==> src/rtl/ads1115_scan_sequencer.sv <==
// ads1115_scan_sequencer: periodic single-shot scan of ADS1115 AIN0..AIN3 through the I2C
// register-access master, emitting one tagged sample per completed channel.
module ads1115_scan_sequencer #(
   parameter int unsigned SCAN_PERIOD = 5_000_000,
   parameter int unsigned POLL_GAP    = 50_000,
   parameter int unsigned POLL_LIMIT  = 20,
   parameter logic [2:0]  PGA         = 3'b001,
   parameter logic [2:0]  DR          = 3'b100
) (
   input  logic        clk,
   input  logic        rst_n,
   input  logic [3:0]  chan_mask,
   output logic        cmd_valid,
   input  logic        cmd_ready,
   output logic        cmd_read,
   output logic [1:0]  cmd_ptr,
   output logic [15:0] cmd_wdata,
   input  logic        rsp_valid,
   input  logic        rsp_nack,
   input  logic [15:0] rsp_rdata,
   output logic        sample_valid,
   output logic [1:0]  sample_ch,
   output logic [15:0] sample_data,
   output logic        busy,
   output logic        err_timeout,
   output logic        err_nack,
   output logic        overrun
);
   localparam int unsigned PW = SCAN_PERIOD > 1 ? $clog2(SCAN_PERIOD) : 1;
   localparam int unsigned GW = POLL_GAP > 1 ? $clog2(POLL_GAP) : 1;
   localparam int unsigned LW = $clog2(POLL_LIMIT + 1);
   typedef enum logic [3:0] {
      IDLE, CFG_WR, CFG_WAIT, GAP, POLL_RD, POLL_WAIT, DATA_RD, DATA_WAIT, NEXT
   } state_t;
   state_t        state_q, state_d;
   logic [PW-1:0] per_q, per_d;
   logic [GW-1:0] gap_q, gap_d;
   logic [LW-1:0] poll_q, poll_d;
   logic [3:0]    mask_q, mask_d;
   logic [1:0]    ch_q, ch_d;
   logic          smp_v_q, smp_v_d;
   logic [1:0]    smp_ch_q, smp_ch_d;
   logic [15:0]   smp_data_q, smp_data_d;
   logic          err_to_q, err_to_d;
   logic          err_nack_q, err_nack_d;
   logic          ovr_q, ovr_d;
   logic          tick;
   logic [1:0]    first_ch, next_ch;
   logic          has_next;
   assign tick  = per_q == PW'(SCAN_PERIOD - 1);
   assign per_d = tick ? '0 : per_q + 1'b1;
   // Lowest set bit of the live mask starts a scan; lowest captured bit above ch_q continues it.
   always_comb begin
      first_ch = '0;
      next_ch  = '0;
      has_next = 1'b0;
      for (int i = 3; i >= 0; i--) begin
         if (chan_mask[i]) first_ch = 2'(i);
         if (mask_q[i] && i > int'(ch_q)) begin
            next_ch  = 2'(i);
            has_next = 1'b1;
         end
      end
   end
   always_comb begin
      state_d    = state_q;
      gap_d      = gap_q;
      poll_d     = poll_q;
      mask_d     = mask_q;
      ch_d       = ch_q;
      smp_v_d    = 1'b0;
      smp_ch_d   = smp_ch_q;
      smp_data_d = smp_data_q;
      err_to_d   = err_to_q;
      err_nack_d = err_nack_q;
      ovr_d      = ovr_q | (tick & (state_q != IDLE));
      case (state_q)
         IDLE:
            if (tick && chan_mask != 4'b0) begin
               mask_d  = chan_mask;
               ch_d    = first_ch;
               state_d = CFG_WR;
            end
         CFG_WR:  state_d = cmd_ready ? CFG_WAIT : CFG_WR;
         CFG_WAIT:
            if (rsp_valid) begin
               poll_d     = '0;
               gap_d      = '0;
               err_nack_d = err_nack_q | rsp_nack;
               state_d    = rsp_nack ? NEXT : GAP;
            end
         GAP: begin
            gap_d   = gap_q + 1'b1;
            state_d = gap_q == GW'(POLL_GAP - 1) ? POLL_RD : GAP;
         end
         POLL_RD: state_d = cmd_ready ? POLL_WAIT : POLL_RD;
         POLL_WAIT:
            if (rsp_valid) begin
               gap_d  = '0;
               poll_d = poll_q + 1'b1;
               if (rsp_nack) begin
                  err_nack_d = 1'b1;
                  state_d    = NEXT;
               end else if (rsp_rdata[15]) begin
                  state_d = DATA_RD;
               end else if (poll_q + 1'b1 == LW'(POLL_LIMIT)) begin
                  err_to_d = 1'b1;
                  state_d  = NEXT;
               end else begin
                  state_d = GAP;
               end
            end
         DATA_RD: state_d = cmd_ready ? DATA_WAIT : DATA_RD;
         DATA_WAIT:
            if (rsp_valid) begin
               state_d    = NEXT;
               err_nack_d = err_nack_q | rsp_nack;
               smp_v_d    = ~rsp_nack;
               smp_ch_d   = rsp_nack ? smp_ch_q : ch_q;
               smp_data_d = rsp_nack ? smp_data_q : rsp_rdata;
            end
         NEXT: begin
            ch_d    = has_next ? next_ch : ch_q;
            state_d = has_next ? CFG_WR : IDLE;
         end
         default: state_d = IDLE;
      endcase
   end
   always_ff @(posedge clk or negedge rst_n) begin
      if (!rst_n) begin
         state_q    <= IDLE;
         per_q      <= '0;
         gap_q      <= '0;
         poll_q     <= '0;
         mask_q     <= '0;
         ch_q       <= '0;
         smp_v_q    <= 1'b0;
         smp_ch_q   <= '0;
         smp_data_q <= '0;
         err_to_q   <= 1'b0;
         err_nack_q <= 1'b0;
         ovr_q      <= 1'b0;
      end else begin
         state_q    <= state_d;
         per_q      <= per_d;
         gap_q      <= gap_d;
         poll_q     <= poll_d;
         mask_q     <= mask_d;
         ch_q       <= ch_d;
         smp_v_q    <= smp_v_d;
         smp_ch_q   <= smp_ch_d;
         smp_data_q <= smp_data_d;
         err_to_q   <= err_to_d;
         err_nack_q <= err_nack_d;
         ovr_q      <= ovr_d;
      end
   end
   // Command fields decode straight from state so reset removes cmd_valid without waiting for a clock.
   assign cmd_valid    = state_q inside {CFG_WR, POLL_RD, DATA_RD};
   assign cmd_read     = state_q inside {POLL_RD, DATA_RD};
   assign cmd_ptr      = state_q inside {CFG_WR, POLL_RD} ? 2'b01 : 2'b00;
   assign cmd_wdata    = state_q == CFG_WR ? {2'b11, ch_q, PGA, 1'b1, DR, 5'b00011} : 16'h0;
   assign busy         = state_q != IDLE;
   assign sample_valid = smp_v_q;
   assign sample_ch    = smp_ch_q;
   assign sample_data  = smp_data_q;
   assign err_timeout  = err_to_q;
   assign err_nack     = err_nack_q;
   assign overrun      = ovr_q;
endmodule

==> config.mk <==
export PLATFORM = sky130hd
export DESIGN_NAME = ads1115_scan_sequencer
export DESIGN_NICKNAME = d
export VERILOG_FILES = /design/src/rtl/ads1115_scan_sequencer.sv
export SDC_FILE = /design/constraint.sdc
export NUM_CORES = 1
export LEC_CHECK = 0
export CORE_ASPECT_RATIO = 0.9
export CORE_MARGIN = 2
export CORE_UTILIZATION = 37
export CTS_CLUSTER_SIZE = 28
export DETAILED_ROUTE_END_ITERATION = 7
export SKIP_CTS_REPAIR_TIMING = 1
export SLEW_MARGIN = 10
export SYNTH_ARGS = -nofsm -noshare
export SYNTH_HDL_FRONTEND = slang
export SYNTH_SLANG_ARGS = --single-unit
==> constraint.sdc <==
create_clock -name clk -period 1.8 [get_ports clk]
set_input_delay 0.36 -clock clk [delete_from_list [all_inputs] [get_ports clk]]
set_output_delay 0.36 -clock clk [all_outputs]
set_load 0.02 [all_outputs]
==> results.cfg <==
[job]
drv_cap = 0

[drt]
viasPerCell = 4.921
firstDrtPassIters = 4
drt_iter0_markers = 197
drc_errors = 0
vias = 3548
antenna_left = 0
wirelength_um = 10630
wire_per_inst_um = 14.74

[hold_path]
min_path_type = input port to async pin

[setup_path]
startpoint_type = register
r2r-start = per_q[16]
path_max_fanout = 3
end_kind = register
required_ns = 2.02
arrival_ns = 2.09
critPathLaunch = per_q[16]
critical_path_class = register to register

[sta]
hold_viol = 0
clock-skew-final_ns = 0.005607
setup_viol = 36
period_share_pct = 103.8
slew_violations = 0
period_needed_ns = 1.869
holdWs_ns = 0.4598
max_freq_mhz = 535.1
worst_slack_ns = -0.06895
rsz0062_at_grt = true

[global_route]
overflow = 0
grt_first_pass_wirelength_um = 16490
grt.total_usage_pct = 17.55
grt_max_degree = 38
grt_pass1_vias = 3403
antenna_found_initial = 0

[logic_synthesis]
synth-async-reset-ratio_pct = 100.0
syn-instance-count = 428
ys_ff_latch = 75
synth_top_flop_cell = dfrtp_1
seq_area_frac_synth_pct = 46.41
synth_warnings = 0
syn_avg_cell_area_um2 = 9.448
ys_types = 63
syn-cell-area_um2 = 4044
synth-edff-count = 0

[floorplan]
start_util_pct = 37.72
placeableCoreArea_um2 = 10720
dieHeight_um = 103.2
ios = 68
die_area_um2 = 11780
dieWidth_um = 114.2
rows = 36

[finish]
final_common_cell = buf_4
final_cells = 721
layout_common_cells = buf_4, dfrtp_1, nand2_1
nNetsFinal = 612
antennaDiodeCount = 0
final_area_um2 = 6302
synthToLayoutAreaGrowth_pct = 55.85
n_fill_cell = 886
drive_gt1_share_pct = 37.24

[power_and_ir_drop]
power_density_nw_per_um2 = 952.1
ir_drop_mv = 0.7778
p_leak_nw = 2.847

[clocking]
htree_levels = 3
clock-sinks = 75
clk_path_buf_depth = 2
path_clk_slew_ns = 0.06
cts_made_buffers = 9
clock_latency_ns = 0.33
cts_tree = done
root_buffer = clkbuf_16

[placement]
place_hpwl_um = 7318
io_buffers = 59
placed_cells = 691
gp_congestion = 0.8564
placed_area_um2 = 5406

[run_status]
violations = setup timing
status = finished, violations left
## worst paths after layout
kind | endpoint | cells after the start | slack, ns
min in group clk | overrun | 1 | 0.46
min reg2reg | overrun | 1 | 0.46
max | ch_q[0] | 6 | -0.07
max in group asynchronous | gap_q[1] | 3 | 0.79
max reg2reg | ch_q[0] | 6 | -0.07
min | gap_q[4] | 2 | 0.46
## synthesized netlist by cell type (3+ instances only)
cell / count / area share (%)
nand3_1: 21 / 2.6
and2_1: 7 / 1.1
nand4_1: 5 / 0.77
inv_1: 10 / 0.93
and3_1: 9 / 1.4
nand2b_1: 10 / 1.5
dfrtp_1: 75 / 46
and4_1: 5 / 1.1
a211oi_1: 3 / 0.56
nor4_1: 5 / 0.77
nor3_1: 6 / 0.74
a21oi_1: 12 / 1.5
or2_2: 3 / 0.46
or4_1: 6 / 1.1
ha_1: 4 / 1.2
a2111oi_2: 4 / 1.5
buf_2: 4 / 0.50
xor2_1: 9 / 1.9
xnor2_1: 17 / 3.7
clkbuf_1: 8 / 0.74
nor2_1: 33 / 3.1
buf_4: 17 / 3.2
nand2_1: 70 / 6.5
o21a_1: 4 / 0.74
o31ai_1: 7 / 1.3
mux2_2: 7 / 1.9
a21o_1: 4 / 0.74
o21ai_0: 15 / 1.9
nor2b_1: 5 / 0.77
mux2i_1: 4 / 0.99
## per-stage QoR
stage / total power, mW / utilization (%) / setup TNS (ns) / setup slack, ns
floorplan: 2.936 / - / -0.05190 / -0.05190
global placement: 3.686 / 50.43 / -13.91 / -0.3591
detailed placement: 3.705 / 50.43 / -15.02 / -0.4011
CTS: 5.797 / 53.62 / -11.80 / -0.5453
global route: 6.301 / 58.79 / -4.267 / -0.1545
finish: 6.000 / 58.79 / -1.086 / -0.06895
## sequential cells by signal, summed over array words and instances, names as in the netlist
register / flops
ch_q: 2
err_nack: 1
err_timeout: 1
gap_q: 16
mask_q: 3
overrun: 1
per_q: 23
poll_q: 5
sample_ch: 2
sample_data: 16
sample_valid: 1
state_q: 4
## final cells by class
class	count	area [um^2]	area share, %
Multi-Input combinational cell	318	2323	36.87
Clock inverter	7	116.4	1.846
Timing Repair Buffer	168	1541	24.46
Inverter	11	48.80	0.7743
Tap cell	133	166.4	2.640
Sequential cell	75	1881	29.84
Clock buffer	9	225.2	3.574
## metal layers
layer / vias up / GRT usage [%] / wire (um)
li1: 1770 / - / -
met1: 1728 / 23.41 / 4730
met2: 36 / 29.03 / 5521
met3: 14 / 3.788 / 232
met4: 0 / 5.253 / 142
met5: - / 0 / 0
## where the power goes
part,switching [mW],leakage [nW],internal (mW)
clock network,0.713,0.165,1.35
registers,0.150,0.969,1.90
logic,0.907,1.71,0.978
## cell families (layout without fill, tap and decap cells)
family | Yosys count | count (layout) | share of synthesized area [%]
AO/OA/AOI/OAI | 65 | 65 | 11.48
XOR/XNOR | 26 | 26 | 5.631
adder cells (fa/ha/maj) | 4 | 4 | 1.238
buffers and inverters | 42 | 195 | 5.786
flip-flops | 75 | 75 | 46.41
multiplexers | 12 | 12 | 3.311
other | 1 | 8 | 0.09273
AND/OR/NAND/NOR | 203 | 203 | 26.05
## critical path, cell delays in order (launching register included)
cell,delay (ns)
dfrtp_1,0.39
or4_4,0.54
nor4_2,0.14
buf_4,0.18
and2_4,0.16
a21oi_2,0.06
mux2_4,0.29
Power figures use the tool's default switching activity.
